File: config.mk
export PLATFORM = sky130hd
export DESIGN_NAME = regfile_dump_reader
export DESIGN_NICKNAME = d
export VERILOG_FILES = /design/src/rtl/cpu_pkg.sv /design/src/rtl/regdump_range_ctr.sv /design/src/rtl/regfile_dump_reader.sv
export SDC_FILE = /design/constraint.sdc
export NUM_CORES = 1
export LEC_CHECK = 0
export ABC_AREA = 1
export CAP_MARGIN = 25
export CORE_AREA = 4 4 88 90
export DETAILED_ROUTE_END_ITERATION = 12
export DIE_AREA = 0 0 92 94
export GPL_ROUTABILITY_DRIVEN = 0
export GPL_TIMING_DRIVEN = 0
export PLACE_DENSITY = 0.76
export RECOVER_POWER = 100
export SYNTH_ARGS = -nofsm -noshare
export SYNTH_HDL_FRONTEND = slang
export SYNTH_SLANG_ARGS = --single-unit
File: constraint.sdc
create_clock -name clk -period 2.1 [get_ports clk]
set_clock_uncertainty 0.15 [all_clocks]
set_input_delay 0.525 -clock clk [delete_from_list [all_inputs] [get_ports clk]]
set_output_delay 0.525 -clock clk [all_outputs]
set_load 0.02 [all_outputs]
File: src/rtl/cpu_pkg.sv
// Shared CPU-side definitions: default register-file geometry and the
// register dump reader FSM state encoding.
package cpu_pkg;

  localparam int WIDTH_DEF    = 32;
  localparam int NUM_REGS_DEF = 32;
  localparam int ADDR_W_DEF   = 5;

  // CSUM is only reachable when the checksum trailer is built in.
  typedef enum logic [2:0] {
    IDLE = 3'd0,
    READ = 3'd1,
    SEND = 3'd2,
    CSUM = 3'd3,
    FIN  = 3'd4
  } state_e;

endpackage

File: src/rtl/regdump_range_ctr.sv
// Index walker for the register dump reader. It holds the current register
// index and the number of words still to be emitted. The index wraps
// naturally at NUM_REGS because NUM_REGS is a power of two.
module regdump_range_ctr
  import cpu_pkg::*;
#(
  parameter int ADDR_W = ADDR_W_DEF
) (
  input  logic              clk,
  input  logic              rst,
  input  logic              load,
  input  logic              step,
  input  logic [ADDR_W-1:0] first_idx,
  input  logic [ADDR_W-1:0] last_idx,
  output logic [ADDR_W-1:0] cur,
  output logic [ADDR_W-1:0] next_idx,
  output logic              last
);

  logic [ADDR_W-1:0] cur_r;
  logic [ADDR_W:0]   rem_r;
  logic [ADDR_W-1:0] span_s;
  logic [ADDR_W:0]   load_cnt_s;

  // Word count for a load: modular span plus one, so that equal indices
  // give a single word and a 0..NUM_REGS-1 range gives a full dump.
  always_comb begin
    span_s     = last_idx - first_idx;
    load_cnt_s = {1'b0, span_s} + {{ADDR_W{1'b0}}, 1'b1};
  end

  // Current index and remaining word count.
  always_ff @(posedge clk or posedge rst) begin
    if (rst) begin
      cur_r <= {ADDR_W{1'b0}};
      rem_r <= {(ADDR_W+1){1'b0}};
    end else if (load) begin
      cur_r <= first_idx;
      rem_r <= load_cnt_s;
    end else if (step) begin
      rem_r <= rem_r - {{ADDR_W{1'b0}}, 1'b1};
      if (!last) begin
        cur_r <= next_idx;
      end
    end
  end

  assign cur      = cur_r;
  assign next_idx = cur_r + {{(ADDR_W-1){1'b0}}, 1'b1};
  assign last     = (rem_r == {{ADDR_W{1'b0}}, 1'b1});

endmodule

File: src/rtl/regfile_dump_reader.sv
// Register file dump reader. On start it walks an index range through one
// register-file read port and streams every value out on a valid/ready
// port, one word per READ+SEND pair. It never writes the register file.
// Optional build macro REGDUMP_CHECKSUM_EN appends an XOR checksum word
// (m_is_csum=1, m_index=0) after the data words; without it m_is_csum is 0
// and m_last marks the final data word.
module regfile_dump_reader
  import cpu_pkg::*;
#(
  parameter int WIDTH    = WIDTH_DEF,
  parameter int NUM_REGS = NUM_REGS_DEF,
  parameter int ADDR_W   = ADDR_W_DEF
) (
  input  logic              clk,
  input  logic              rst,
  input  logic              start,
  input  logic [ADDR_W-1:0] start_idx,
  input  logic [ADDR_W-1:0] end_idx,
  output logic              busy,
  output logic              done,
  output logic [ADDR_W-1:0] rd_addr,
  input  logic [WIDTH-1:0]  rd_data,
  output logic              m_valid,
  input  logic              m_ready,
  output logic [WIDTH-1:0]  m_data,
  output logic [ADDR_W-1:0] m_index,
  output logic              m_last,
  output logic              m_is_csum
);

  state_e            state_r;
  state_e            state_nx_s;
  logic              start_acc_s;
  logic              data_hs_s;
  logic [ADDR_W-1:0] cur_s;
  logic [ADDR_W-1:0] next_idx_s;
  logic              last_s;

  logic              busy_r;
  logic              done_r;
  logic [ADDR_W-1:0] rd_addr_r;
  logic              m_valid_r;
  logic [WIDTH-1:0]  m_data_r;
  logic [ADDR_W-1:0] m_index_r;
  logic              m_last_r;

`ifdef REGDUMP_CHECKSUM_EN
  logic [WIDTH-1:0]  acc_r;
  logic              m_is_csum_r;
`endif

  regdump_range_ctr #(
    .ADDR_W (ADDR_W)
  ) u_range_ctr (
    .clk       (clk),
    .rst       (rst),
    .load      (start_acc_s),
    .step      (data_hs_s),
    .first_idx (start_idx),
    .last_idx  (end_idx),
    .cur       (cur_s),
    .next_idx  (next_idx_s),
    .last      (last_s)
  );

  // FSM state register.
  always_ff @(posedge clk or posedge rst) begin
    if (rst) begin
      state_r <= IDLE;
    end else begin
      state_r <= state_nx_s;
    end
  end

  // Next-state logic plus the start-accept and data-handshake strobes.
  always_comb begin
    state_nx_s  = state_r;
    start_acc_s = 1'b0;
    data_hs_s   = 1'b0;
    case (state_r)
      IDLE: begin
        if (start) begin
          start_acc_s = 1'b1;
          state_nx_s  = READ;
        end else begin
          state_nx_s  = IDLE;
        end
      end
      READ: begin
        state_nx_s = SEND;
      end
      SEND: begin
        if (m_valid_r && m_ready) begin
          data_hs_s = 1'b1;
          if (last_s) begin
`ifdef REGDUMP_CHECKSUM_EN
            state_nx_s = CSUM;
`else
            state_nx_s = FIN;
`endif
          end else begin
            state_nx_s = READ;
          end
        end else begin
          state_nx_s = SEND;
        end
      end
`ifdef REGDUMP_CHECKSUM_EN
      CSUM: begin
        if (m_valid_r && m_ready) begin
          state_nx_s = FIN;
        end else begin
          state_nx_s = CSUM;
        end
      end
`endif
      FIN: begin
        state_nx_s = IDLE;
      end
      default: begin
        state_nx_s = IDLE;
      end
    endcase
  end

  // Registered status, read address and stream word; the word is captured
  // at the READ edge and held untouched until its handshake.
  always_ff @(posedge clk or posedge rst) begin
    if (rst) begin
      busy_r      <= 1'b0;
      done_r      <= 1'b0;
      rd_addr_r   <= {ADDR_W{1'b0}};
      m_valid_r   <= 1'b0;
      m_data_r    <= {WIDTH{1'b0}};
      m_index_r   <= {ADDR_W{1'b0}};
      m_last_r    <= 1'b0;
`ifdef REGDUMP_CHECKSUM_EN
      m_is_csum_r <= 1'b0;
`endif
    end else begin
      busy_r <= (state_nx_s != IDLE);
      done_r <= (state_nx_s == FIN);
      case (state_r)
        IDLE: begin
          if (start_acc_s) begin
            rd_addr_r <= start_idx;
          end
        end
        READ: begin
          m_data_r  <= rd_data;
          m_index_r <= cur_s;
`ifdef REGDUMP_CHECKSUM_EN
          m_last_r  <= 1'b0;
`else
          m_last_r  <= last_s;
`endif
          m_valid_r <= 1'b1;
        end
        SEND: begin
          if (data_hs_s) begin
            m_valid_r <= 1'b0;
            if (!last_s) begin
              rd_addr_r <= next_idx_s;
            end
          end
        end
`ifdef REGDUMP_CHECKSUM_EN
        CSUM: begin
          // First CSUM cycle presents the trailer; it then waits for accept.
          if (!m_valid_r) begin
            m_data_r    <= acc_r;
            m_index_r   <= {ADDR_W{1'b0}};
            m_last_r    <= 1'b1;
            m_is_csum_r <= 1'b1;
            m_valid_r   <= 1'b1;
          end else if (m_ready) begin
            m_valid_r   <= 1'b0;
            m_is_csum_r <= 1'b0;
          end
        end
`endif
        default: begin
        end
      endcase
    end
  end

`ifdef REGDUMP_CHECKSUM_EN
  // Running XOR of accepted data words, cleared when a dump is accepted.
  always_ff @(posedge clk or posedge rst) begin
    if (rst) begin
      acc_r <= {WIDTH{1'b0}};
    end else if (start_acc_s) begin
      acc_r <= {WIDTH{1'b0}};
    end else if (data_hs_s) begin
      acc_r <= acc_r ^ m_data_r;
    end
  end

  assign m_is_csum = m_is_csum_r;
`else
  assign m_is_csum = 1'b0;
`endif

  assign busy    = busy_r;
  assign done    = done_r;
  assign rd_addr = rd_addr_r;
  assign m_valid = m_valid_r;
  assign m_data  = m_data_r;
  assign m_index = m_index_r;
  assign m_last  = m_last_r;

endmodule

-- Word level (Yosys, flattened, before mapping)
Index checks and enable logic that the tools add are counted.
- output and inout bits: 47
- input port bits: 46
- register bits: 60
- logic and storage cells: 48
- reduce and logical (&&, ||, !) cells: 9
- equal/unequal tests: 8
- add/subtract/negate cells: 4
- multiplexer cells: 17
- operators by type and width (operator ; number):
    5-bit two-way mux ; 4
    6-bit two-way mux ; 2
    5-bit one-hot mux with 2 select lines ; 1
    3-bit one-hot mux with 3 select lines ; 1
    2-bit inequality test (second input constant) ; 4
    5-bit by 1-bit adder with 6-bit output (second input constant) ; 1
    6-bit by 1-bit equality test with 1-bit output (second input constant) ; 1
    1-bit two-way mux ; 6
    3-bit two-way mux ; 2
    2-bit nonzero test ; 3
    6-bit by 1-bit subtractor with 6-bit output (second input constant) ; 1
    5-bit by 1-bit adder with 5-bit output (second input constant) ; 1
    5-bit subtractor ; 1
    2-bit AND reduction ; 2
    4-bit AND reduction ; 1
    3-bit by 1-bit equality test with 1-bit output (second input constant) ; 1
    3-bit by 2-bit equality test with 1-bit output (second input constant) ; 1
    3-bit equality test (second input constant) ; 1
    3-bit zero test ; 1
    3-bit nonzero test ; 1
    1-bit one-hot mux with 2 select lines ; 1
    1-bit logical AND ; 1

-- Longest topological paths before layout
Gate-level depths: netlist of run 1.
- depth after elaboration: 5
- gate-level depth with buffers: 12
- depth with buffers taken out: 12

-- Cells and area by module
Synthesis of run 1 repeated with hierarchy kept, for this count alone.
- cells, all modules: 375
- area, all modules: 3056.7 µm²
- modules (own cells, without submodules) (module ; cells an instance ; times used ; area an instance (µm²) ; sequential area each (µm²)):
    regfile_dump_reader ; 238 ; 1 ; 2118.3 ; 1226.2
    regdump_range_ctr ; 137 ; 1 ; 938.4 ; 275.3

-- Worst setup path before layout of run 1
No wires, ideal clock.
- path type: input to register
- start: input port end_idx[0]
- end: register u_range_ctr.rem_r[4]
- required time: 1873 ps
- stages: 11
- buffers on the path: 0
- data arrival time: 1860 ps
- slack: 13 ps
- library setup time: 77 ps
- cells stage by stage: inv_1 ha_1 inv_1 fa_1 ha_1 inv_1 nor2_1 nand3_1 nand2_1 nand3_1 a21oi_1
- word-level cells in the longest chain between the ends: 3
- ends and longest elaborated chain (what ; line ; text):
    from (decl) ; regfile_dump_reader.sv:18 ; input logic [ADDR_W-1:0] end_idx,
    5-bit subtractor ; regdump_range_ctr.sv:28 ; span_s = last_idx - first_idx;
    5-bit by 1-bit adder with 6-bit output ; regdump_range_ctr.sv:29 ; load_cnt_s = {1'b0, span_s} + {{ADDR_W{1'b0}}, 1'b1};
    6-bit two-way mux ; regdump_range_ctr.sv:37 ; end else if (load) begin
    to (signal assigned) ; regdump_range_ctr.sv:36 ; rem_r <= {(ADDR_W+1){1'b0}};
    to (signal assigned) ; regdump_range_ctr.sv:39 ; rem_r <= load_cnt_s;
    to (signal assigned) ; regdump_range_ctr.sv:41 ; rem_r <= rem_r - {{ADDR_W{1'b0}}, 1'b1};
    to (decl) ; regdump_range_ctr.sv:21 ; logic [ADDR_W:0] rem_r;
Every way passes these cells.
A chain may end at the register's enable or synchronous reset.

-- Worst setup path after layout of run 1
- start: register m_data_r[31], in the netlist m_data[31]
- end: output port m_data[31]
- RTL lines (what ; line ; text):
    from (decl) ; regfile_dump_reader.sv:43 ; logic [WIDTH-1:0] m_data_r;
    from (signal assigned) ; regfile_dump_reader.sv:134 ; m_data_r <= {WIDTH{1'b0}};
    from (signal assigned) ; regfile_dump_reader.sv:150 ; m_data_r <= rd_data;
    to (decl) ; regfile_dump_reader.sv:25 ; output logic [WIDTH-1:0] m_data,
No word-level cell between the ends.

==> results list, run 1 <==
- Slowest stage cell, crit path: sky130_fd_sc_hd__dlygate4sd3_1
- The run finished with clean final reports.
- For this run the aggregate overflow at the end of global routing stands at 0.
- Wire length of the first global-routing pass: 11300 um
- Counting both buffers and inverters, the worst setup path holds a total of 1.
- Detailed-route DRC error count: 0
* Final antenna-violating net count: 0
- Type of the worst min-delay path: flip-flop to flip-flop
- Crit path cell chain: dlygate4sd3_1
- At the worst endpoint, the arrival time is 1360 ps.
- Across the VDD grid, the largest voltage drop is 0.000857 V.
* Required time at the worst-slack endpoint: ~1400 ps
* Register bit count reported by yosys: 60
* Clock insertion delay at the later pin of the skew report: roughly 330 ps
- Clk pin slew, worst setup/hold paths: 70 ps
- The HPWL after detailed placement is between 5000 and 6000 um.
- CTS Hold Bufs: 0
- Share of layout cells above drive strength 1: 0.119
- Post-Place Cells: about 520
* Met2 routed wirelength: 3380 um
- Nature of the critical path startpoint: flip-flop
- Number of global-route vias before repair: 2478
* Number of antenna cells inserted: 0
- Startpoint-to-endpoint class of the critical path: flip-flop to output pin
- Synth warn: 0
- The biggest area contributor in the post-synthesis netlist is sky130_fd_sc_hd__dfrtp_1.
- # fillers: 652
- Post-layout nets: 494
* Element type at the critical path end: output pin
- Antenna violations before repair: 0
- Crit share post-route: 0.970
- Worst Tran Pin Value: 1070 ps
* Library cell used as clock root buffer: sky130_fd_sc_hd__clkbuf_8
- Met3 Wirelength: 426 um
* Syn avg cell area: 8.72 um^2
- Top-area cell type share of the netlist area: 0.522
* Number of port buffers: 91
- First-pass DRT Iterations: 4
- Normalized max-slew margin: 0.281
* Total vias in the final route: 2509
* Row count: 31
* Largest driver fanout on the critical path: 2
* Number of buffers inserted during clock tree synthesis: 9
* Gate count after technology mapping: 330
- By area the synthesized netlist is led by sky130_fd_sc_hd__dfrtp_1, sky130_fd_sc_hd__nand2_1, sky130_fd_sc_hd__ha_1.
- After detailed routing, the average wire length per cell comes to 12.8 um.
* Share of flip-flops with an asynchronous set or reset: 1.00
* Number of synthesized flops with an enable pin: 0
- The detailed router put a total of between 3000 and 4000 um of wire on met1.
- Sequential fraction of the synthesis area: 0.522
- The die covers 8650 um^2.
* Leakage: 2.08 nW
* Final setup viols: 0
- The final layout contains routed wiring with a total length of between 6000 and 7000 um.
- From left edge to right edge, the die measures slightly above 90 um.
- Power spread over the standard cell area amounts to 1480 nW/um^2.
- For this run, the total global-route usage over all layers was measured as 0.165.
* Most used flip-flop cell after synthesis: sky130_fd_sc_hd__dfrtp_1
- Deepest clock path buffer count: 2
- Entering global routing, the biggest net connects 38 pins.
* Initial cell density of the core: 0.408
- Based on the critical path, the design can be clocked at up to 491 MHz.
* Min Clock Period, post-route: between 2000 and 2500 ps
* Delay of the slowest critical-path stage: around 660 ps
* Final hold slack: 326 ps
- After detailed routing, the number of vias per cell comes to 4.62.
- Hold Vio Cnt, Final: 0
- Setup repair after global routing left no endpoint under its margin.
- Cell variety after synth: 30
* Post-synthesis instance area: approximately 2900 um^2
- Clock tree from TritonCTS: done
* End-of-flow core utilization: 0.593
* Number of H-tree levels: 3
* Max-cap violations: 0
* Starting DRC count in detailed routing: 104
- In this run the vertical extent of the chip is ~94 um.
* Final non-filler cell total: 543
- On the critical path the largest part of the delay comes from buffers and inverters.
* Synth-to-Final Area Change: 45.4%
* Final Max Tran Viols: 0
- 93 I/O pins were placed.
- Top layer used by detailed routing: met4
- Counting every net in the synthesized netlist gives 385.
* Sink count of the clock tree: 60
- The region available for standard cell placement spans approximately 7100 um^2.
==> path summary, 6_finish.rpt <==
check / start / end / slack (ps) / cells after the start
max: m_data[31] / m_data[31] / 60 / 1
min: m_data[27] / m_data[27] / 330 / 2
max reg2reg: u_range_ctr.rem_r[1] / u_range_ctr.cur[3] / 280 / 8
min reg2reg: m_data[27] / m_data[27] / 330 / 2
max in group asynchronous: rst / m_data[12] / 270 / 3
min in group asynchronous: rst / m_data[26] / 700 / 2
==> through the flow <==
step                instance area (um^2)  total power [mW]  setup slack (ps)  TNS [ps]
finish                              4190              6.21              63.9         0
floorplan                           2880              3.95              12.8         0
global placement                    3920              5.16              -670     -4470
global route                        4190              6.66              4.55         0
detailed placement                  3940              5.26              -713     -3000
CTS                                 4230              6.45              4.56         0
==> synth_stat cells, drive strengths merged, types with 2 or more instances <==
cell and instances:
xor2 4, dfrtp 60, o211ai 7, inv 28, nand3 20, buf 9
o21ai 20, clkbuf 2, ha 8, nand2 145, a21oi 5, nor2 14
nand3b 2
==> repair_timing <==
| item | in CTS | in global routing |
|---|---|---|
| gates resized for setup | 20 | 9 |
| endpoints found under the setup margin | 5 | 5 |
| buffers inserted | 6 | 0 |
| pin swaps | 9 | 6 |
==> final cells by class <==
type                       instances  area, um^2  area share
sequential                        60        1500       0.359
multi-input combinational        231        1210       0.289
timing repair buffer              98         961       0.230
clock buffer                      11         141      0.0338
tap                               99         124      0.0296
inverter                          28         106      0.0254
clock inverter                     5        75.1      0.0179
buffer                            11        68.8      0.0164
==> kinds of logic after synthesis <==
logic type,after synthesis,share of synthesized area
buffers and inverters,39,0.0626
AND/OR/NAND/NOR,184,0.272
flip-flops,60,0.522
AO/OA/AOI/OAI,33,0.0887
XOR/XNOR,4,0.0122
adder cells (fa/ha/maj),9,0.0417
other,1,0.00130
==> registers in the layout (all words and copies together), names as in the netlist <==
signal             flops
m_valid                1
m_data                32
state_r                3
m_index                5
busy                   1
rd_addr                5
m_last                 1
done                   1
u_range_ctr.rem_r      6
u_range_ctr.cur        5
==> power breakdown <==
group	total [mW]	leakage (nW)	switching (mW)	internal, mW
Clock	1.13	0.113	0.434	0.695
Sequential	2.04	0.740	0.334	1.71
Combinational	3.04	1.23	1.74	1.30
Total	6.21	2.08	2.51	3.70
==> cell usage in the layout, fill, tap and decap left out, types with 2 or more instances in the layout <==
cell type                         netlist  final
sky130_fd_sc_hd__dfrtp_1               60     60
sky130_fd_sc_hd__clkdlybuf4s50_1        0     70
sky130_fd_sc_hd__nor2_4                 1      2
sky130_fd_sc_hd__nand2_1              141    143
sky130_fd_sc_hd__dlygate4sd2_1          0      2
sky130_fd_sc_hd__nand3_1               19     18
sky130_fd_sc_hd__nor2_1                12     11
sky130_fd_sc_hd__ha_1                   8      5
sky130_fd_sc_hd__o211ai_4               4      2
sky130_fd_sc_hd__buf_4                  3      8
sky130_fd_sc_hd__xor2_1                 4      4
sky130_fd_sc_hd__inv_2                  2      5
sky130_fd_sc_hd__clkinv_2               0      3
sky130_fd_sc_hd__bufinv_16              0      2
sky130_fd_sc_hd__o211ai_1               3      3
sky130_fd_sc_hd__ha_4                   0      2
sky130_fd_sc_hd__o21ai_1                2      2
sky130_fd_sc_hd__clkbuf_8               0     10
sky130_fd_sc_hd__dlygate4sd3_1          0     17
sky130_fd_sc_hd__nand3b_1               2      2
sky130_fd_sc_hd__o21ai_0               14     18
sky130_fd_sc_hd__buf_6                  0      2
sky130_fd_sc_hd__nand3_2                1      2
sky130_fd_sc_hd__buf_2                  5      3
sky130_fd_sc_hd__a21oi_2                0      2
sky130_fd_sc_hd__inv_1                 26     22
sky130_fd_sc_hd__o211ai_2               0      2
sky130_fd_sc_hd__a21oi_1                5      2
sky130_fd_sc_hd__clkbuf_1               2      6
==> routing by layer <==
layer,track usage,vias to the layer above
met5,0,-
li1,-,1257
met1,0.197,1185
met4,0.0532,0
met3,0.0529,6
met2,0.281,61
==> worst register-to-register path: stages (launching register included) <==
cell,delay (ps)
sky130_fd_sc_hd__dfrtp_1,370
sky130_fd_sc_hd__inv_1,90
sky130_fd_sc_hd__ha_1,190
sky130_fd_sc_hd__nand3_2,130
sky130_fd_sc_hd__nand2_1,240
sky130_fd_sc_hd__nand2_1,160
sky130_fd_sc_hd__buf_12,180
sky130_fd_sc_hd__o211ai_2,90
sky130_fd_sc_hd__o21ai_0,110
Note: power is estimated with default switching activity, not from simulation.
==> run 2, diff against run 1 <==
==> constraint.sdc (replaced) <==
create_clock -name clk -period 2.1 [get_ports clk]
set_clock_uncertainty 0.15 [all_clocks]
set_input_delay 0.525 -clock clk [delete_from_list [all_inputs] [get_ports clk]]
set_output_delay 0.525 -clock clk [all_outputs]
set_load 0.05 [all_outputs]
==> results list, run 2 (synthesis gave the netlist of run 1 again) <==
- Of the total power, registers draw 0.295.
- Total die area: 8650 um^2
- The layout has just under 700 filler cells.
- Cell depth of the worst hold path: 2
* Setup Slack @ Placement: -713 ps
- Net switching fraction of the power: 0.499
- Clk pin slew, worst setup/hold paths: 70 ps
- For the pin with the worst max-slew slack, the measured transition is 1080 ps.
- Largest driver fanout on the critical path: 3
- The region available for standard cell placement spans around 7000 um^2.
* RSZ-0062 raised after global routing: false
- Final antenna-violating net count: 0
- Entering global routing, the biggest net connects 38 pins.
* Antenna violations before repair: 0
* Instance area after placement: around 3900 um^2
- DRT Wirelength: approximately 6900 um
- Type of the worst min-delay path: flip-flop to flip-flop
* Leakage: 2.17 nW
- Initial cell density of the core: 0.408
* Die W: 92 um
* Part of the power in combinational logic: 0.542
- Crit path cell chain: buf_4 -> ha_4 -> inv_2 -> fa_1 -> ha_2 -> inv_2 -> nor2_4 -> nand3_1 -> nand2_1 -> nand3_1 -> a21oi_1
* Clock tree from TritonCTS: done
* Max frequency: 490 MHz
- Post-layout nets: 494
- The worst setup path is of the primary input to flip-flop kind.
- Critical Path AT: 2150 ps
- The worst path in the final design needs a cycle of between 2000 and 2500 ps, including I/O delays and setup.
* Number of top-level pins: 93
- The first routing iteration left 110 violations.
* Element type at the critical path end: flip-flop
- The register with the most flip-flops in the layout has 32 of them.
* Sink count of the clock tree: 60
* First-pass DRT Iterations: 4
- In this run the power density over the cells is 1670 nW/um^2.
- For this run, the number of standard cells in the final layout without fillers is 543.
- The root buffer cell chosen for the clock tree is sky130_fd_sc_hd__clkbuf_8.
* Cell count of the worst reg-to-reg path: 8
- In the routed design, unresolved DRC markers number 0.
* Post-route worst setup slack: slightly below 60 ps
- After floorplanning, the core was divided into 31 placement rows.
- The slowest stage of the critical path belongs to the cell sky130_fd_sc_hd__fa_1.
- Deepest clock path buffer count: 2
* Wire length of the first global-routing pass: 11400 um
- Summed over all failing endpoints, the final setup total negative slack is 0 ps.
- Normalized max-slew margin: 0.279
- The HPWL after detailed placement is 5170 um.
- The number of pins with negative max-slew slack in the final report was 0.
- Post-Place Cells: approximately 520
- Compared with the post-synthesis result, the final layout area differs by 43.3%.
* Commonest non-fill, non-tap cells in the layout: sky130_fd_sc_hd__nand2_1, sky130_fd_sc_hd__dfrtp_1, sky130_fd_sc_hd__dlygate4sd2_1, sky130_fd_sc_hd__clkdlybuf4s50_1, sky130_fd_sc_hd__inv_1
- Setup violations remaining at the end of the flow were counted as 0.
* Most frequent standard cell in the layout excluding fill and tap cells: sky130_fd_sc_hd__nand2_1
- Average wire length per cell after detail routing: 12.8 um
- Final instance area: a little over 4000 um^2
- Across every metal layer, demand over resource in global routing totals 0.165.
- The worst setup path is launched from a primary input.
- The routed layout has 2504 vias.
* Die span in y: 94 um
- Number of antenna cells inserted: 0
* Net Switching: roughly 3.4 mW
- Required time at the worst-slack endpoint: 2200 ps
* Delay of the slowest critical-path stage: 590 ps
- Final hold slack: 324 ps
* Clock insertion delay at the later pin of the skew report: 330 ps
* Crit share post-route: 0.972
- Global-route congestion overflow total: 0
- Ratio of routed vias to standard cells: 4.61
* Number of H-tree levels: 3
- Number of buffers inserted during clock tree synthesis: 9
* Number of global-route vias before repair: 2483
- CTS Hold Bufs: 0
- Maximum ir drop on the vdd rail: 0.00100 V
* Share of layout cells above drive strength 1: 0.119
* Hold Vio Cnt, Final: 0
- Run status: finished clean
* Max-cap violations: 0
- The count of buffers added on input and output ports is 91.
- The internal power of the cells totals around 3.5 mW.
- Clock power share: 0.164
run 2: changes by cell type in the layout (fill, tap and decap cells not counted):
cell	before	now
sky130_fd_sc_hd__dlygate4sd2_1	2	48
sky130_fd_sc_hd__clkdlybuf4s50_1	70	39
sky130_fd_sc_hd__dlygate4sd3_1	17	2
sky130_fd_sc_hd__ha_1	5	4
sky130_fd_sc_hd__ha_2	1	2
sky130_fd_sc_hd__nand3_1	18	19
sky130_fd_sc_hd__nand3_2	2	1
run 2: cell type report:
class	instances	area [um^2]	share of cell area
Buffer	11	68.8	0.0167
Clock buffer	11	141	0.0343
Clock inverter	5	75.1	0.0182
Inverter	28	106	0.0258
Multi-Input combinational cell	231	1210	0.292
Sequential cell	60	1500	0.364
Tap cell	99	124	0.0300
Timing Repair Buffer	98	903	0.219
run 2: critical path: cells and delay by family:
family | cells | cell delay (ps)
adder cells (fa/ha/maj) | 3 | 940
AND/OR/NAND/NOR | 4 | 350
buffers and inverters | 3 | 210
AO/OA/AOI/OAI | 1 | 120
run 2: timing repair:
item	CTS	global route
endpoints found under the setup margin	51	5
pin swaps	9	6
buffers inserted	6	0
gates resized for setup	66	9
run 2: power groups by stage:
stage	registers, mW	logic, mW	clock network [mW]
detailed placement	2.06	4.14	0
global route	2.10	4.04	1.20
floorplan	3.45	1.43	0
global placement	2.04	4.06	0
CTS	2.03	3.89	1.16
finish	2.03	3.74	1.13
run 2: final timing paths:
kind	start	end	slack [ps]
max in group asynchronous	rst	m_data[12]	270
min in group asynchronous	rst	m_data[26]	700
max	start_idx[0]	u_range_ctr.rem_r[4]	60
max reg2reg	u_range_ctr.rem_r[1]	u_range_ctr.cur[3]	280
min reg2reg	m_data[16]	m_data[16]	320
min	m_data[16]	m_data[16]	320
run 2: metrics by stage:
step                power [mW]   util
floorplan                 4.88      -
global placement          6.10  0.555
detailed placement        6.20  0.558
CTS                       7.09  0.591
global route              7.35  0.585
finish                    6.90  0.585
run 2: per-layer routing:
| metal | vias up | share of wire | GRT usage | wire length, um |
|---|---|---|---|---|
| met5 | - | 0 | 0 | 0 |
| met4 | 0 | 0.011 | 0.0532 | 73 |
| met3 | 6 | 0.057 | 0.0521 | 397 |
| met2 | 57 | 0.49 | 0.283 | 3430 |
| met1 | 1184 | 0.44 | 0.198 | 3040 |
| li1 | 1257 | - | - | - |
